==> src/rtl/hazard_pkg.sv <==
// Shared encodings for the pipeline hazard unit: forward-select codes and
// the mul/div scoreboard state machine.
package hazard_pkg;

   localparam logic [1:0] FWD_RF  = 2'b00;
   localparam logic [1:0] FWD_WB  = 2'b01;
   localparam logic [1:0] FWD_MEM = 2'b10;

   typedef enum logic [1:0] {
      MD_IDLE = 2'b00,
      MD_BUSY = 2'b01,
      MD_DONE = 2'b10
   } mdState_t;

endpackage

==> src/rtl/md_scoreboard.sv <==
// One-entry scoreboard for the multi-cycle mul/div unit launched from E.
// Tracks the pending destination register and the remaining latency.
module md_scoreboard
   import hazard_pkg::*;
#(
   parameter int REG_AW = 5,
   parameter int MD_LAT = 4
) (
   input  logic              clk,
   input  logic              reset,
   input  logic              mdStart,
   input  logic              stallE,
   input  logic [REG_AW-1:0] writeRegE,
   input  logic              regWriteE,
   output mdState_t          mdState,
   output logic [REG_AW-1:0] mdDst,
   output logic              mdValid,
   output logic              mdBusy,
   output logic              mdDone
);

   localparam int CW = (MD_LAT > 2) ? $clog2(MD_LAT) : 1;

   logic [CW-1:0] cnt;

   // NOTE: all state here is sequential, so every assignment uses <=; a blocking
   // assignment would let later statements see the new value within the same edge.
   always_ff @(posedge clk) begin
      if (reset) begin
         mdState <= MD_IDLE;
         cnt     <= '0;
         mdDst   <= '0;
         mdValid <= 1'b0;
         mdBusy  <= 1'b0;
         mdDone  <= 1'b0;
      end else begin
         case (mdState)
            MD_IDLE: begin
               if (mdStart && !stallE) begin
                  mdDst   <= writeRegE;
                  mdValid <= regWriteE && (writeRegE != '0);
                  cnt     <= CW'(MD_LAT - 2);
                  mdState <= MD_BUSY;
                  mdBusy  <= 1'b1;
               end
            end
            // Latency counts regardless of pipeline stalls.
            MD_BUSY: begin
               if (cnt == '0) begin
                  mdState <= MD_DONE;
                  mdDone  <= 1'b1;
               end else begin
                  cnt <= cnt - CW'(1);
               end
            end
            MD_DONE: begin
               mdState <= MD_IDLE;
               mdValid <= 1'b0;
               mdBusy  <= 1'b0;
               mdDone  <= 1'b0;
            end
            default: begin
               mdState <= MD_IDLE;
               mdBusy  <= 1'b0;
               mdDone  <= 1'b0;
            end
         endcase
      end
   end

endmodule

==> src/rtl/hazard_unit_mc.sv <==
// Hazard unit for the 5-stage pipeline: forwarding, load-use/branch/mul-div
// stalls, memory-wait stalls, jump flush and saturating stall/flush counters.
module hazard_unit_mc
   import hazard_pkg::*;
#(
   parameter int REG_AW = 5,
   parameter int MD_LAT = 4,
   parameter int CNT_W  = 16
) (
   input  logic              clk,
   input  logic              reset,
   input  logic              BranchD,
   input  logic              JumpD,
   input  logic [REG_AW-1:0] RsD,
   input  logic [REG_AW-1:0] RtD,
   input  logic [REG_AW-1:0] WriteRegD,
   input  logic              RegWriteD,
   input  logic [REG_AW-1:0] RsE,
   input  logic [REG_AW-1:0] RtE,
   input  logic [REG_AW-1:0] WriteRegE,
   input  logic              RegWriteE,
   input  logic              MemtoRegE,
   input  logic              MdStartE,
   input  logic [REG_AW-1:0] WriteRegM,
   input  logic              RegWriteM,
   input  logic              MemtoRegM,
   input  logic              MemWriteM,
   input  logic              MemReadyM,
   input  logic [REG_AW-1:0] WriteRegW,
   input  logic              RegWriteW,
   output logic              StallF,
   output logic              StallD,
   output logic              StallE,
   output logic              StallM,
   output logic              FlushE,
   output logic              FlushM,
   output logic              FlushW,
   output logic              ForwardAD,
   output logic              ForwardBD,
   output logic [1:0]        ForwardAE,
   output logic [1:0]        ForwardBE,
   output logic              MdBusy,
   output logic              MdDone,
   output logic [CNT_W-1:0]  StallCycles,
   output logic [CNT_W-1:0]  FlushCycles
);

   mdState_t          mdState;
   logic [REG_AW-1:0] mdDst;
   logic              mdValid;
   logic              lwStall, branchStall, mdRaw, mdStruct, memStall;

   function automatic logic [1:0] fwdSel(input logic [REG_AW-1:0] src);
      if (src != '0 && src == WriteRegM && RegWriteM)      return FWD_MEM;
      else if (src != '0 && src == WriteRegW && RegWriteW) return FWD_WB;
      else                                                 return FWD_RF;
   endfunction

   assign ForwardAE = fwdSel(RsE);
   assign ForwardBE = fwdSel(RtE);
   assign ForwardAD = (RsD != '0) && (RsD == WriteRegM) && RegWriteM;
   assign ForwardBD = (RtD != '0) && (RtD == WriteRegM) && RegWriteM;

   assign lwStall = MemtoRegE && (RtE != '0) && ((RsD == RtE) || (RtD == RtE));
   assign branchStall = BranchD &&
      ((RegWriteE && (WriteRegE != '0) && ((WriteRegE == RsD) || (WriteRegE == RtD))) ||
       (MemtoRegM && (WriteRegM != '0) && ((WriteRegM == RsD) || (WriteRegM == RtD))));
   // The DONE cycle releases the dependency: the register file writes through.
   assign mdRaw = MdBusy && mdValid && (mdState != MD_DONE) &&
      ((mdDst == RsD) || (mdDst == RtD) || (RegWriteD && (mdDst == WriteRegD)));
   assign mdStruct = MdStartE && (mdState != MD_IDLE);
   assign memStall = !MemReadyM && (MemtoRegM || MemWriteM);

   // NOTE: every output gets a default before the priority chain so no path
   // leaves a signal unassigned, which would infer a latch.
   always_comb begin
      {StallF, StallD, StallE, StallM} = 4'b0000;
      {FlushE, FlushM, FlushW}         = 3'b000;
      if (memStall) begin
         {StallF, StallD, StallE, StallM} = 4'b1111;
         FlushW = 1'b1;
      end else if (mdStruct) begin
         {StallF, StallD, StallE} = 3'b111;
         FlushM = 1'b1;
      end else if (lwStall || branchStall || mdRaw) begin
         {StallF, StallD} = 2'b11;
         FlushE = 1'b1;
      end else if (JumpD) begin
         FlushE = 1'b1;
      end
   end

   md_scoreboard #(.REG_AW(REG_AW), .MD_LAT(MD_LAT)) u_md (
      .clk       (clk),
      .reset     (reset),
      .mdStart   (MdStartE),
      .stallE    (StallE),
      .writeRegE (WriteRegE),
      .regWriteE (RegWriteE),
      .mdState   (mdState),
      .mdDst     (mdDst),
      .mdValid   (mdValid),
      .mdBusy    (MdBusy),
      .mdDone    (MdDone)
   );

   always_ff @(posedge clk) begin
      if (reset) begin
         StallCycles <= '0;
         FlushCycles <= '0;
      end else begin
         if (StallF && (StallCycles != '1))
            StallCycles <= StallCycles + CNT_W'(1);
         if ((FlushE || FlushM || FlushW) && (FlushCycles != '1))
            FlushCycles <= FlushCycles + CNT_W'(1);
      end
   end

endmodule

==> config.mk <==
export PLATFORM = sky130hd
export DESIGN_NAME = hazard_unit_mc
export DESIGN_NICKNAME = d
export VERILOG_FILES = /design/src/rtl/hazard_pkg.sv /design/src/rtl/md_scoreboard.sv /design/src/rtl/hazard_unit_mc.sv
export SDC_FILE = /design/constraint.sdc
export NUM_CORES = 1
export LEC_CHECK = 0
export BUFFER_PORTS_ARGS = -buffer_cell sky130_fd_sc_hd__buf_2
export CORE_UTILIZATION = 34
export CTS_BUF_LIST = sky130_fd_sc_hd__clkbuf_4 sky130_fd_sc_hd__clkbuf_8
export DETAILED_ROUTE_END_ITERATION = 8
export RECOVER_POWER = 50
export SYNTH_ARGS = -nofsm -noshare
export SYNTH_HDL_FRONTEND = slang
export SYNTH_SLANG_ARGS = --single-unit
==> constraint.sdc <==
create_clock -name clk -period 2.6 [get_ports clk]
set_clock_uncertainty 0.2 [all_clocks]
set_input_delay 0.13 -clock clk [delete_from_list [all_inputs] [get_ports clk]]
set_output_delay 0.13 -clock clk [all_outputs]
set_load 0.02 [all_outputs]
Yosys cells after proc, flatten, opt, wreduce, memory -nomap -nowiden
Index checks and enable logic that the tools add are counted.

operators by class
  $add $sub $neg = 3
  equality and inequality tests = 23
  multiplexer cells = 27
  bitwise logic cells = 2
  reduce and logical (&&, ||, !) cells = 58

operator list
  kind                     number
  $eq A5 B5 Y1             15
  $add A16 B1 Y16 const B  2
  $ne A16 B16 Y1 const B   2
  $reduce_bool A5 Y1       6
  $logic_and A1 B1 Y1      28
  $mux W1                  16
  $mux W2                  6
  $logic_or A1 B1 Y1       11
  $reduce_and A2 Y1        5
  $pmux W2 S2              2
  $pmux W1 S2              3
  $reduce_bool A2 Y1       3
  $logic_not A2 Y1         2
  $ne A2 B1 Y1 const B     2
  $ne A2 B2 Y1 const B     2
  $reduce_and A3 Y1        1
  $eq A2 B1 Y1 const B     1
  $eq A2 B2 Y1 const B     1
  $logic_not A1 Y1         2
  $not A1 Y1               2
  $sub A2 B1 Y2 const B    1

storage, ports and cells
  bits in registers = 44
  input port bits = 53
  output and inout port bits = 47
  logic and storage cells = 121

Logic depth before layout (Yosys ltp)
  depth after elaboration = 13
  gate-level depth with buffers = 10

Hierarchy
A second synthesis with hierarchy kept.

second synthesis, totals
  cells, all modules = 389
  area total of the unflattened synthesis = 3,144.3 um^2

modules (own cells, without submodules)
  module          times used  cells an instance  area each (um^2)  sequential area each (um^2)
  hazard_unit_mc  1           337                2,667.6           640.6
  md_scoreboard   1           52                 476.7             240.2

Least setup slack after synthesis
No wires, ideal clock.

  path kind = register to register
  start = register FlushCycles[3]
  end = register FlushCycles[4]
  arrival = 2.247 ns
  required time = 2.279 ns
  setup slack = 0.032 ns
  cell stages (with the launch flop) = 9
  buffers on the path = 0
  period minus slack after synthesis = 2.568 ns
  cell sequence = dfxtp_1 -> and4_1 -> and3_1 -> and3_1 -> inv_1 -> nor4_1 -> a31oi_2 -> nand4_1 -> mux2_2

between the ends
  word-level cells in the longest chain between the ends = 2
  elaborated cells on any way between the ends = 3

ends and longest elaborated chain
  item                                                                     line                   text
  start: declaration                                                       hazard_unit_mc.sv:45   output logic [CNT_W-1:0] FlushCycles
  start signal: assignment                                                 hazard_unit_mc.sv:115  FlushCycles <= FlushCycles + CNT_W'(1);
  parallel branches: the longest is 2 deep, another holds $add A16 B1 Y16  -

Several ways; the timed one is not identified.
A chain may end at the register's enable or synchronous reset.

Worst setup path in the final report
  start = register FlushCycles[6]
  end = register FlushCycles[15]

Same word-level chain as after synthesis.

==> run summary <==
The max-slew violation total from the final report is 0. The total buffers and inverters traversed by the critical path works out to 2. The tools report the total routing resource utilization after global routing as 17.3%.

The tools report the total iterations of the first detailed-routing run as 6. Counting distinct cell types in the post-synthesis netlist gives 55. The minimum clock period after layout was 2510 ps; the post-route clock period utilization was 96.4%. After technology mapping, the gate count stands at 381.

Across the run, the number of max-cap violations was 0. For this design the ratio of total power to cell area is 423 nW/um2. After synthesis, the cell types taking the most area are dfxtp_1 28%, xnor2_1 12%, xor2_1 8.4%.

The kind of critical path is register to register. The final reports fail on design-rule violations. The internal power summed over all cells is 1.18 mW.

In this run, flip-flops and latches consume 42.8% of the power. The DRC violation count after routing was 3; the proportion of total power due to net switching was 30.3%. The largest individual stage delay along the critical path comes from the cell or4_4. The maximum fanout encountered on the critical timing path came out at 5.

The final layout contains 543 nets. The tools report the total nets after synthesis as 437. STA puts the critical path data arrival time at 2510 ps. The logs give 8180 um for the final wirelength and 3029 for the routed via count. After detailed routing, the average wire length per cell comes to 13.7 um. The maximum frequency from static timing analysis came out at 0.399 GHz.

The flow ran to the end, but the final reports show violations. For this run, global-route usage on met3 was measured as 2.86%. The finished cells cover 3990 um2.

The run gives 28.1% as the register area share after synthesis. Type of the worst min-delay path: primary input to register. Counting along the longest clock path gives a buffer depth of 2. The switching component of the power is 512 uW, and the cell area after synthesis is 3140 um2. For the number of hold-slack violations in the final timing report, the log shows 0.

After global routing, the most crowded layer is met2. The number of enable-type register cells in the synthesized netlist works out to 0. For this run, the leading register cell type out of synthesis is dfxtp_1. The ratio of routed vias to standard cells is 5.08.

In the synthesized netlist the async set-or-reset flop fraction comes to 0%. In the final layout, the share of cells above drive strength 1 is 32.0%. Measured along the y axis, the die boundary spans 98.1 um.

The half-perimeter wire length after detailed placement was 6270 um; the count of clock tree sinks was 44. Setup violations remaining at the end of the flow were counted as 0. Summing all placed instances gives a cell area of 3810 um2. Clock latency on the worst-skew pair, taken at its later pin, is 310 ps. The via count of the first global-routing pass is 2819, and the longest individual stage delay on the worst path is 410 ps. The hold-critical path depth is 4, and the worst max-slew margin expressed relative to the limit is 50.6%. The routability-driven placement congestion ratio was 0.837. Kind of start point of the critical path: a register.

The cell family with the largest share of critical-path delay was simple AND/OR/NAND/NOR gates. Once the floorplan was initialized, standard cells occupied 35.5% of the core. 100 I/O pins were placed. The area of the core is 8850 um2. Clock tree synthesis inserted a total of 5 buffers. The leakage component of the power came out at 1.74 nW. The biggest area contributor in the post-synthesis netlist is dfxtp_1.

Setup repair after global routing could not meet its margin everywhere. CTS placed an instance of clkbuf_8 at the clock tree root. CTS built an H-tree with a depth of 2. The number of cell instances on the worst register-to-register path is 9, and the number of diodes added for antenna fixing is 0.

Across the VDD grid, the largest voltage drop is 206 uV. The commonest cells after synthesis are 44 x dfxtp_1, 44 x nor2_1, 44 x xnor2_1, 30 x xor2_1, 20 x nand3_1. The worst setup path is captured at a register. The total of buffers placed on input and output ports came out at 99. The first global-routing pass estimated 13700 um of wire.

The initial antenna violation count is 0, and the cell row count is 34. TritonCTS built the clock tree. Entering global routing, the biggest net connects 46 pins. The count of synthesis-stage warnings from yosys came out at 0. For the number of nets with antenna violations after routing, the log shows 0.

From left edge to right edge, the die measures 98.1 um. The average instance in the mapped netlist occupies 8.24 um2. The run gives 2610 ps as the data required time of the worst path. Met2 routing resource usage after global routing: 28.1%. After clock tree synthesis, the clock-pin slew on the worst setup and hold paths is 100 ps. The depth of the critical timing path with buffers and inverters included is 9, and the die footprint is 9620 um2. Global routing finished with a remaining overflow of 0. The first routing iteration left 72 violations.

Relative to the synthesized area, the layout overhead comes to 27.1%. Walking the worst path, the cells encountered are and4_1, and3_1, and3_2, inv_2, nor4_2, buf_4, a31o_4, or4_4, mux2_4. Per report_power, the combinational group accounts for 24.8% of the total. For the pin with the worst max-slew slack, the measured transition is 741 ps. The number of storage elements in the synthesis netlist came out at 44. Global routing used 23.5% of the available met1 tracks. The clock network is responsible for 32.4% of the overall power. The run gives 42.5 ps as the post-route worst hold slack.

The area share of the largest cell type after synthesis was 28.1%.
[power by group through the flow]
stage	sequential (mW)	combinational, mW	clock, mW
after CTS	0.722	0.422	0.568
final	0.722	0.419	0.546
after detailed placement	0.738	0.414	0
after global routing	0.727	0.460	0.595
after global placement	0.737	0.406	0
after floorplan	0.753	0.257	0
[cell type report]
cell class	count	area (um2)
timing repair buffer	130	727
clock inverter	3	46.3
sequential	44	886
tap	108	135
multi-input combinational	296	2090
inverter	10	37.5
fill	895	4860
clock buffer	5	68.8
[path summary, 6_finish.rpt]
kind / from / endpoint / slack [ps]
min: WriteRegE[3] / u_md.mdDst[3]$_SDFFE_PP0P_ / 40
min reg2reg: u_md.mdBusy$_SDFFE_PP0P_ / u_md.mdBusy$_SDFFE_PP0P_ / 300
max reg2reg: FlushCycles[6]$_SDFFE_PP0P_ / FlushCycles[15]$_SDFFE_PP0P_ / 90
max: FlushCycles[6]$_SDFFE_PP0P_ / FlushCycles[15]$_SDFFE_PP0P_ / 90
[registers in the layout, summed over array words and instances, names as in the netlist]
| register | count |
|---|---|
| FlushCycles | 16 |
| StallCycles | 16 |
| u_md.mdDst | 5 |
| u_md.cnt | 2 |
| u_md.mdState | 2 |
| u_md.mdBusy | 1 |
| u_md.mdDone | 1 |
| u_md.mdValid | 1 |
[layer usage]
layer / vias up / routed length [um]
met4: 0 / 92
met5: - / 0
met3: 9 / 313
li1: 1536 / -
met2: 55 / 3900
met1: 1429 / 3880
[timing repair]
| item | 4_1_cts | 5_1_grt |
|---|---|---|
| hold buffers | 5 | 0 |
| buffers inserted | 0 | 1 |
| endpoints found under the hold margin | 5 | 0 |
| gates resized for setup | 0 | 12 |
| setup endpoints to repair | 0 | 15 |
[placed cells by master, fill, tap and decap left out, types with 4 or more instances in the layout]
master         synthesis  final
buf_2                  5     91
nor2_1                44     44
xnor2_1               44     44
dfxtp_1               44     42
xor2_1                30     30
buf_4                  2     25
nand3_1               20     19
nand2_1               16     16
a21oi_1               12     12
nand4_1               11     11
nor3_1                11     11
nor2b_1               11     11
inv_1                 10      9
clkbuf_1              19      9
mux2i_1                8      8
mux2_2                 8      8
nor4_1                 8      7
and3_1                 8      7
o21ai_0                7      6
or4_1                  6      5
nand2b_1               5      5
clkbuf_8               0      5
dlygate4sd3_1          0      5
and4_1                 4      4
[worst reg2reg max path: stages, from the launching register on]
cell	delay, ps
dfxtp_1	340
and4_1	230
and3_1	200
and3_2	240
inv_2	70
nor4_2	40
buf_4	140
a31o_4	220
or4_4	420
mux2_4	300
[logic make-up (layout without fill, tap and decap cells)]
logic type      Yosys count  in the layout  synth area share (%)
compound gates           45             45                  10.8
xor+xnor                 74             74                  20.6
fa+ha+maj                 3              3                  1.20
buf+inv                  41            148                  6.10
flops                    44             44                  28.1
mux                      19             19                  6.62
simple gates            155            155                  26.5
[through the flow]
stage               setup TNS, ps  instances  worst slack [ps]  utilization (%)  power (mW)
floorplan                       0        381              32.0                -        1.01
detailed placement              0        583              1.28             43.1        1.15
CTS                             0        596              35.5             44.9        1.71
finish                          0        596              93.4             45.1        1.69
global placement                0        583              33.7             43.1        1.14
global route                -66.2        596             -29.6             45.1        1.78
Power figures use the tool's default switching activity.
